$ cat config.mk
export PLATFORM = sky130hd
export DESIGN_NAME = domain_demux_fifo
export DESIGN_NICKNAME = d
export VERILOG_FILES = /design/src/rtl/domain_demux_fifo.sv
export SDC_FILE = /design/constraint.sdc
export NUM_CORES = 1
export LEC_CHECK = 0
export CAP_MARGIN = 20
export CORE_UTILIZATION = 30
export CTS_CLUSTER_DIAMETER = 40
export DETAILED_ROUTE_END_ITERATION = 10
export GPL_TIMING_DRIVEN = 0
export SYNTH_ARGS = -nofsm -noshare
export SYNTH_HDL_FRONTEND = slang
export SYNTH_SLANG_ARGS = --single-unit
$ cat constraint.sdc
create_clock -name clk -period 6.3 [get_ports clk]
set_clock_uncertainty 0.05 [all_clocks]
set_input_delay 1.26 -clock clk [delete_from_list [all_inputs] [get_ports clk]]
set_output_delay 1.26 -clock clk [all_outputs]
set_load 0.01 [all_outputs]
$ cat src/rtl/domain_demux_fifo.sv
// Steers a shared, domain-tagged byte stream into two fully separate FIFOs (D1, D2).
// Each domain keeps its own storage, pointers and count so that neither domain's state reaches the other's outputs.
module domain_demux_fifo #(
  parameter int DATA_W = 8,
  parameter int DEPTH  = 4,
  parameter int PTR_W  = 2
) (
  input  logic              clk,
  input  logic              rst_n,
  input  logic              in_valid,
  input  logic              in_sel,
  input  logic [DATA_W-1:0] in_data,
  output logic              in_ready,
  input  logic              flush0,
  input  logic              flush1,
  output logic              out0_valid,
  input  logic              out0_ready,
  output logic [DATA_W-1:0] out0_data,
  output logic [PTR_W:0]    out0_count,
  output logic              out1_valid,
  input  logic              out1_ready,
  output logic [DATA_W-1:0] out1_data,
  output logic [PTR_W:0]    out1_count
);

  localparam logic [PTR_W:0] FULL_CNT = (PTR_W+1)'(DEPTH);

  logic [DATA_W-1:0] mem0 [DEPTH];
  logic [PTR_W-1:0]  wr_ptr0, rd_ptr0;
  logic [PTR_W:0]    cnt0;
  logic              full0, push0, pop0;

  logic [DATA_W-1:0] mem1 [DEPTH];
  logic [PTR_W-1:0]  wr_ptr1, rd_ptr1;
  logic [PTR_W:0]    cnt1;
  logic              full1, push1, pop1;

  assign full0 = (cnt0 == FULL_CNT);
  assign full1 = (cnt1 == FULL_CNT);

  // in_sel is public, so it is the only term allowed to combine the two domains.
  assign in_ready = in_sel ? !full1 : !full0;

  // Push terms use only their own domain's full flag; flush wins over any access.
  assign push0 = in_valid && !in_sel && !full0 && !flush0;
  assign push1 = in_valid &&  in_sel && !full1 && !flush1;
  assign pop0  = out0_valid && out0_ready && !flush0;
  assign pop1  = out1_valid && out1_ready && !flush1;

  assign out0_valid = (cnt0 != '0);
  assign out1_valid = (cnt1 != '0);
  assign out0_count = cnt0;
  assign out1_count = cnt1;

  // An empty FIFO presents zero rather than the last popped entry.
  assign out0_data = out0_valid ? mem0[rd_ptr0] : '0;
  assign out1_data = out1_valid ? mem1[rd_ptr1] : '0;

  always_ff @(posedge clk) begin
    if (!rst_n || flush0) begin
      wr_ptr0 <= '0;
      rd_ptr0 <= '0;
      cnt0    <= '0;
      for (int i = 0; i < DEPTH; i++) mem0[i] <= '0;
    end else begin
      if (push0) begin
        mem0[wr_ptr0] <= in_data;
        wr_ptr0       <= wr_ptr0 + 1'b1;
      end
      if (pop0) rd_ptr0 <= rd_ptr0 + 1'b1;
      case ({push0, pop0})
        2'b10:   cnt0 <= cnt0 + 1'b1;
        2'b01:   cnt0 <= cnt0 - 1'b1;
        default: cnt0 <= cnt0;
      endcase
    end
  end

  always_ff @(posedge clk) begin
    if (!rst_n || flush1) begin
      wr_ptr1 <= '0;
      rd_ptr1 <= '0;
      cnt1    <= '0;
      for (int i = 0; i < DEPTH; i++) mem1[i] <= '0;
    end else begin
      if (push1) begin
        mem1[wr_ptr1] <= in_data;
        wr_ptr1       <= wr_ptr1 + 1'b1;
      end
      if (pop1) rd_ptr1 <= rd_ptr1 + 1'b1;
      case ({push1, pop1})
        2'b10:   cnt1 <= cnt1 + 1'b1;
        2'b01:   cnt1 <= cnt1 - 1'b1;
        default: cnt1 <= cnt1;
      endcase
    end
  end

endmodule

### Yosys cells after proc, flatten, opt, wreduce, memory -nomap -nowiden

Memories as Yosys holds them, arrays and structs flattened. A register that Yosys moved wholly into a read port is not among the register bits.
Index checks and enable logic that the tools add are counted.

* output and inout port bits: 25
* bits in registers: 14
* memories: 2
* bits in writable memories: 64

Memory list
* mem0: words 4, bits a word 8, read ports 1, clocked after Yosys merged registers in 1, write ports 4, RTL line 28 `logic [DATA_W-1:0] mem0 [DEPTH];`
* mem1: words 4, bits a word 8, read ports 1, clocked after Yosys merged registers in 1, write ports 4, RTL line 33 `logic [DATA_W-1:0] mem1 [DEPTH];`

* add/sub/neg operators: 8
* multiplexer cells: 25
* equality and inequality tests: 6
* reductions and logical operators: 24

Operator list (number)
* 2-to-1 mux 8 bit: 4
* OR reduction 8 bit: 2
* 2-to-1 mux 1 bit: 13
* 2-to-1 mux 2 bit: 6
* case mux 3 bit (2 select lines): 2
* logical AND 1 bit: 10
* adder 2 x 1 -> 2 bit, second input constant: 4
* adder 3 x 1 -> 3 bit, second input constant: 2
* == test 3 bit, second input constant: 2
* zero test 1 bit: 6
* nonzero test 3 bit: 2
* subtractor 3 x 1 -> 3 bit, second input constant: 2
* == test 2 x 1 -> 1 bit, second input constant: 2
* == test 2 bit, second input constant: 2
* nonzero test 2 bit: 2
* logical OR 1 bit: 2

### Logic depth before layout (Yosys ltp)

* word-level depth: 9
* mapped depth: 10

### Worst setup path after synthesis

Ideal clock, no wire load.

* path type: input -> register
* start point: input in_sel
* end point: register cnt0[2] (netlist: out0_count[2])
* arrival: 2.948 ns
* data required time: 6.180 ns
* path slack: 3.232 ns
* cell stages on the path: 10
* path through: nand2b_1 > or3_1 > buf_2 > buf_6 > ha_1 > inv_1 > fa_1 > xor2_1 > or3_1 > a21oi_1

* longest elaborated chain between the ends: 6

Ends and longest elaborated chain
* start: declaration: RTL line 11 `input logic in_sel,`
* zero test 1 bit *: RTL line 45 `assign push0 = in_valid && !in_sel && !full0 && !flush0;`
* logical AND 1 bit * (3 in series): RTL line 45
* == test 2 x 1 -> 1 bit / == test 2 bit (equally long branches): RTL line 71 `case ({push0, pop0})`
* case mux 3 bit (2 select lines) / nonzero test 2 bit (equally long branches)
* end signal: assignment: RTL line 72 `2'b10: cnt0 <= cnt0 + 1'b1;`
* end signal: assignment: RTL line 73 `2'b01: cnt0 <= cnt0 - 1'b1;`
* end signal: assignment: RTL line 74 `default: cnt0 <= cnt0;`
* end: declaration: RTL line 30 `logic [PTR_W:0] cnt0;`

Every way passes the cells marked *; elsewhere a longest branch is shown, timed or not.
A chain may end at the register's enable or synchronous reset.

### Final worst setup path

* start point: input in_sel
* end point: output in_ready

* longest elaborated chain between the ends: 1

Ends and longest elaborated chain
* 2-to-1 mux 1 bit: RTL line 42 `assign in_ready = in_sel ? !full1 : !full0;`
* end: declaration: RTL line 13 `output logic in_ready,`

Every way passes these cells.

==> flow_metrics.py <==
metrics = {
    "logic_synthesis": {
        "syn_inst": 299,
        "synth-seq-cells": 82,
        "ys_warn_count": 0,
        "yosysSeqAreaShare": 0.611,
        "syn_area_mm2": 0.00373,
        "postSynthAreaPerCell_um2": 12.5,
        "synth_cell_type_count": 28,
        "syn-num-nets": 319,
    },
    "setup_path": {
        "r2r_slack_ns": 3.50,
        "arrival_ns": 2.57,
        "start_kind": "primary input",
        "cp-end-kind": "output pin",
        "r2r-start": "out1_count[2]",
        "path_max_fanout": 4,
        "worstPathRequired_ns": 4.99,
        "worstSetupPathType": "in -> out",
        "reg2reg_depth": 10,
        "r2r_end": "out1_count[2]",
    },
    "sta": {
        "setup_viol": 0,
        "worst_slew_pin_slew_ns": 0.748,
        "finalHoldViolCount": 0,
        "period_needed_ns": 3.88,
        "max_slew_margin": 0.497,
        "fmax_ghz": 0.257,
        "finalMaxSlewViolations": 0,
        "fin_setup_tns_ns": 0,
        "rsz0062_at_grt": "no",
        "fin_crit_sh": 0.617,
        "holdWs_ns": 0.439,
    },
    "min_path": {
        "min_path_cells": 2,
        "hold_path_end": "rd_ptr0[1]",
        "min-delay-start": "rd_ptr0[1]",
        "min_path_type": "reg -> reg",
    },
    "layout": {
        "layout.nets": 374,
        "diodes": 0,
        "fin_area_mm2": 0.00467,
        "drive_gt1_frac": 0.136,
        "final_common_cell": "edfxtp_1",
        "layout_common_cells": "edfxtp_1, nor2_1, clkdlybuf4s50_1",
        "fin_cells": 527,
        "layout-area-overhead-vs-synth_pct": 25.0,
        "n_fill_cell": 1162,
    },
    "status": {
        "status": "completed",
    },
    "global_routing": {
        "grt_overflow": 0,
        "grt_max_degree": 18,
        "grt_antenna_before_repair": 0,
        "grt_use_total": 0.136,
        "grt_pass1_vias": 2484,
        "grt_pass1_wl_um": 13100,
    },
    "routing": {
        "dr.pass1.iters": 4,
        "vias": 2438,
        "vias_per_cell": 4.63,
        "drc": 0,
        "routedWlPerCell_um": 15.3,
        "antenna_left": 0,
        "finalWirelength_um": 8050,
        "drtIter0Drc": 137,
    },
    "floorplanning": {
        "die_area_mm2": 0.0129,
        "core_area_mm2": 0.0121,
        "initial_core_util": 0.310,
        "rows": 40,
        "chipHeight_um": 114,
        "die_width_um": 114,
        "ioPinCount": 41,
    },
    "clock_tree": {
        "cts_resized": 0,
        "cts_tree": "built",
        "cts_hold_buf": 0,
        "htreeDepth": 3,
        "clkSinkCount": 82,
        "cts-buffers-inserted": 9,
        "clock_latency_ns": 0.34,
        "cts_max_path_buffers": 2,
        "cts_setup_buffers": 0,
        "cts.clk_slew.worst_paths_ns": 0.07,
        "cts-root-buf": "clkbuf_16",
    },
    "placed_design": {
        "gp_congestion": 0.759,
        "io_buffers": 40,
        "dp.cells": 511,
        "hpwl_um": 5540,
        "dpl-instance-area_mm2": 0.00437,
    },
    "power": {
        "vdd_drop_max_mv": 0.130,
        "power.density_mw_per_mm2": 257,
        "p_leak_nw": 1.58,
        "power_w": 0.00120,
    },
    "run": {
        "cap_viol_max_count": 0,
    },
}
-- worst max-delay path by stage --
stage	from	endpoint	cells after the start
3_5_place_dp	in_sel	in_ready	3
6_report	in_sel	in_ready	3
4_1_cts	in_sel	in_ready	3
3_3_place_gp	in_sel	in_ready	3
2_1_floorplan	in_sel	out0_count[2]	10
5_1_grt	in_sel	in_ready	3
-- cells in the mapped netlist --
master    number  area [um^2]
edfxtp_1      64         1920
nor2_1        46          173
nor3_1        33          165
dfxtp_1       18          360
nor2b_1       18          113
mux4_2        16          360
nand2_1       15         56.3
clkbuf_1      11         41.3
a21oi_1       10         50.1
inv_1         10         37.5
or3_1         10         62.6
o21ai_0        9         45.0
nand2b_1       6         37.5
xor2_1         6         52.6
o31ai_1        5         37.5
buf_2          4         20.0
buf_6          4         45.0
fa_1           2         40.0
ha_1           2         25.0
nor3b_2        2         25.0
a21o_1         1         7.51
a31o_2         1         8.76
mux2i_1        1         10.0
nand3_1        1         5.00
nor3_2         1         10.0
or2_2          1         6.26
or4_1          1         7.51
or4b_1         1         10.0
-- sequential cells by signal, summed over array words and instances, names as in the netlist, named ones only --
register,cells
mem0,32
mem1,32
out0_count,3
out1_count,3
rd_ptr0,2
rd_ptr1,2
wr_ptr0,2
wr_ptr1,2
-- power by group --
part	internal [W]	leakage, nW	switching, W
Sequential	0.000603	0.862	0.00000621
Combinational	0.0000323	0.569	0.0000428
Clock	0.000280	0.147	0.000235
Total	0.000916	1.58	0.000284
-- critical path, cell delays in order --
cell and delay [ns]:
clkdlybuf4s50_1 0.54, mux2i_1 0.20, clkdlybuf4s50_1 0.57
-- through the flow --
step / worst slack [ns] / utilization
3_3_place_gp: 2.44 / 0.360
2_1_floorplan: 3.23 / -
6_report: 2.42 / 0.387
3_5_place_dp: 2.42 / 0.363
4_1_cts: 2.42 / 0.387
5_1_grt: 2.38 / 0.387
-- metal layers --
metal  up-vias  GRT usage  wire (um)
li1       1196          -          -
met4         0     0.0588        104
met2        70      0.198       3610
met1      1164      0.196       3930
met5         -          0          0
met3         8     0.0292        411
-- cell families (layout without fill, tap and decap cells) --
family | Yosys count | after routing | share of synthesized area
AOI/OAI and AO/OA | 26 | 26 | 0.0399
xor gates and xnor gates | 6 | 6 | 0.0141
adders and majority gates | 4 | 4 | 0.0174
buffers and inverters | 29 | 89 | 0.0385
DFF | 82 | 82 | 0.611
muxes | 17 | 17 | 0.0992
and+or+nand+nor | 135 | 135 | 0.180
-- layout make-up --
cell class              instances  area, um^2  share of cell area
repair buffers                 44         430              0.0922
clock buffers                   9         225              0.0482
multi-input cells             188        1310               0.280
clock inverters                 7        68.8              0.0147
flip-flops and latches         82        2280               0.489
inverters                      10        37.5             0.00804
plain buffers                  19         106              0.0228
well taps                     168         210              0.0450
(Power assumes the default switching activity.)
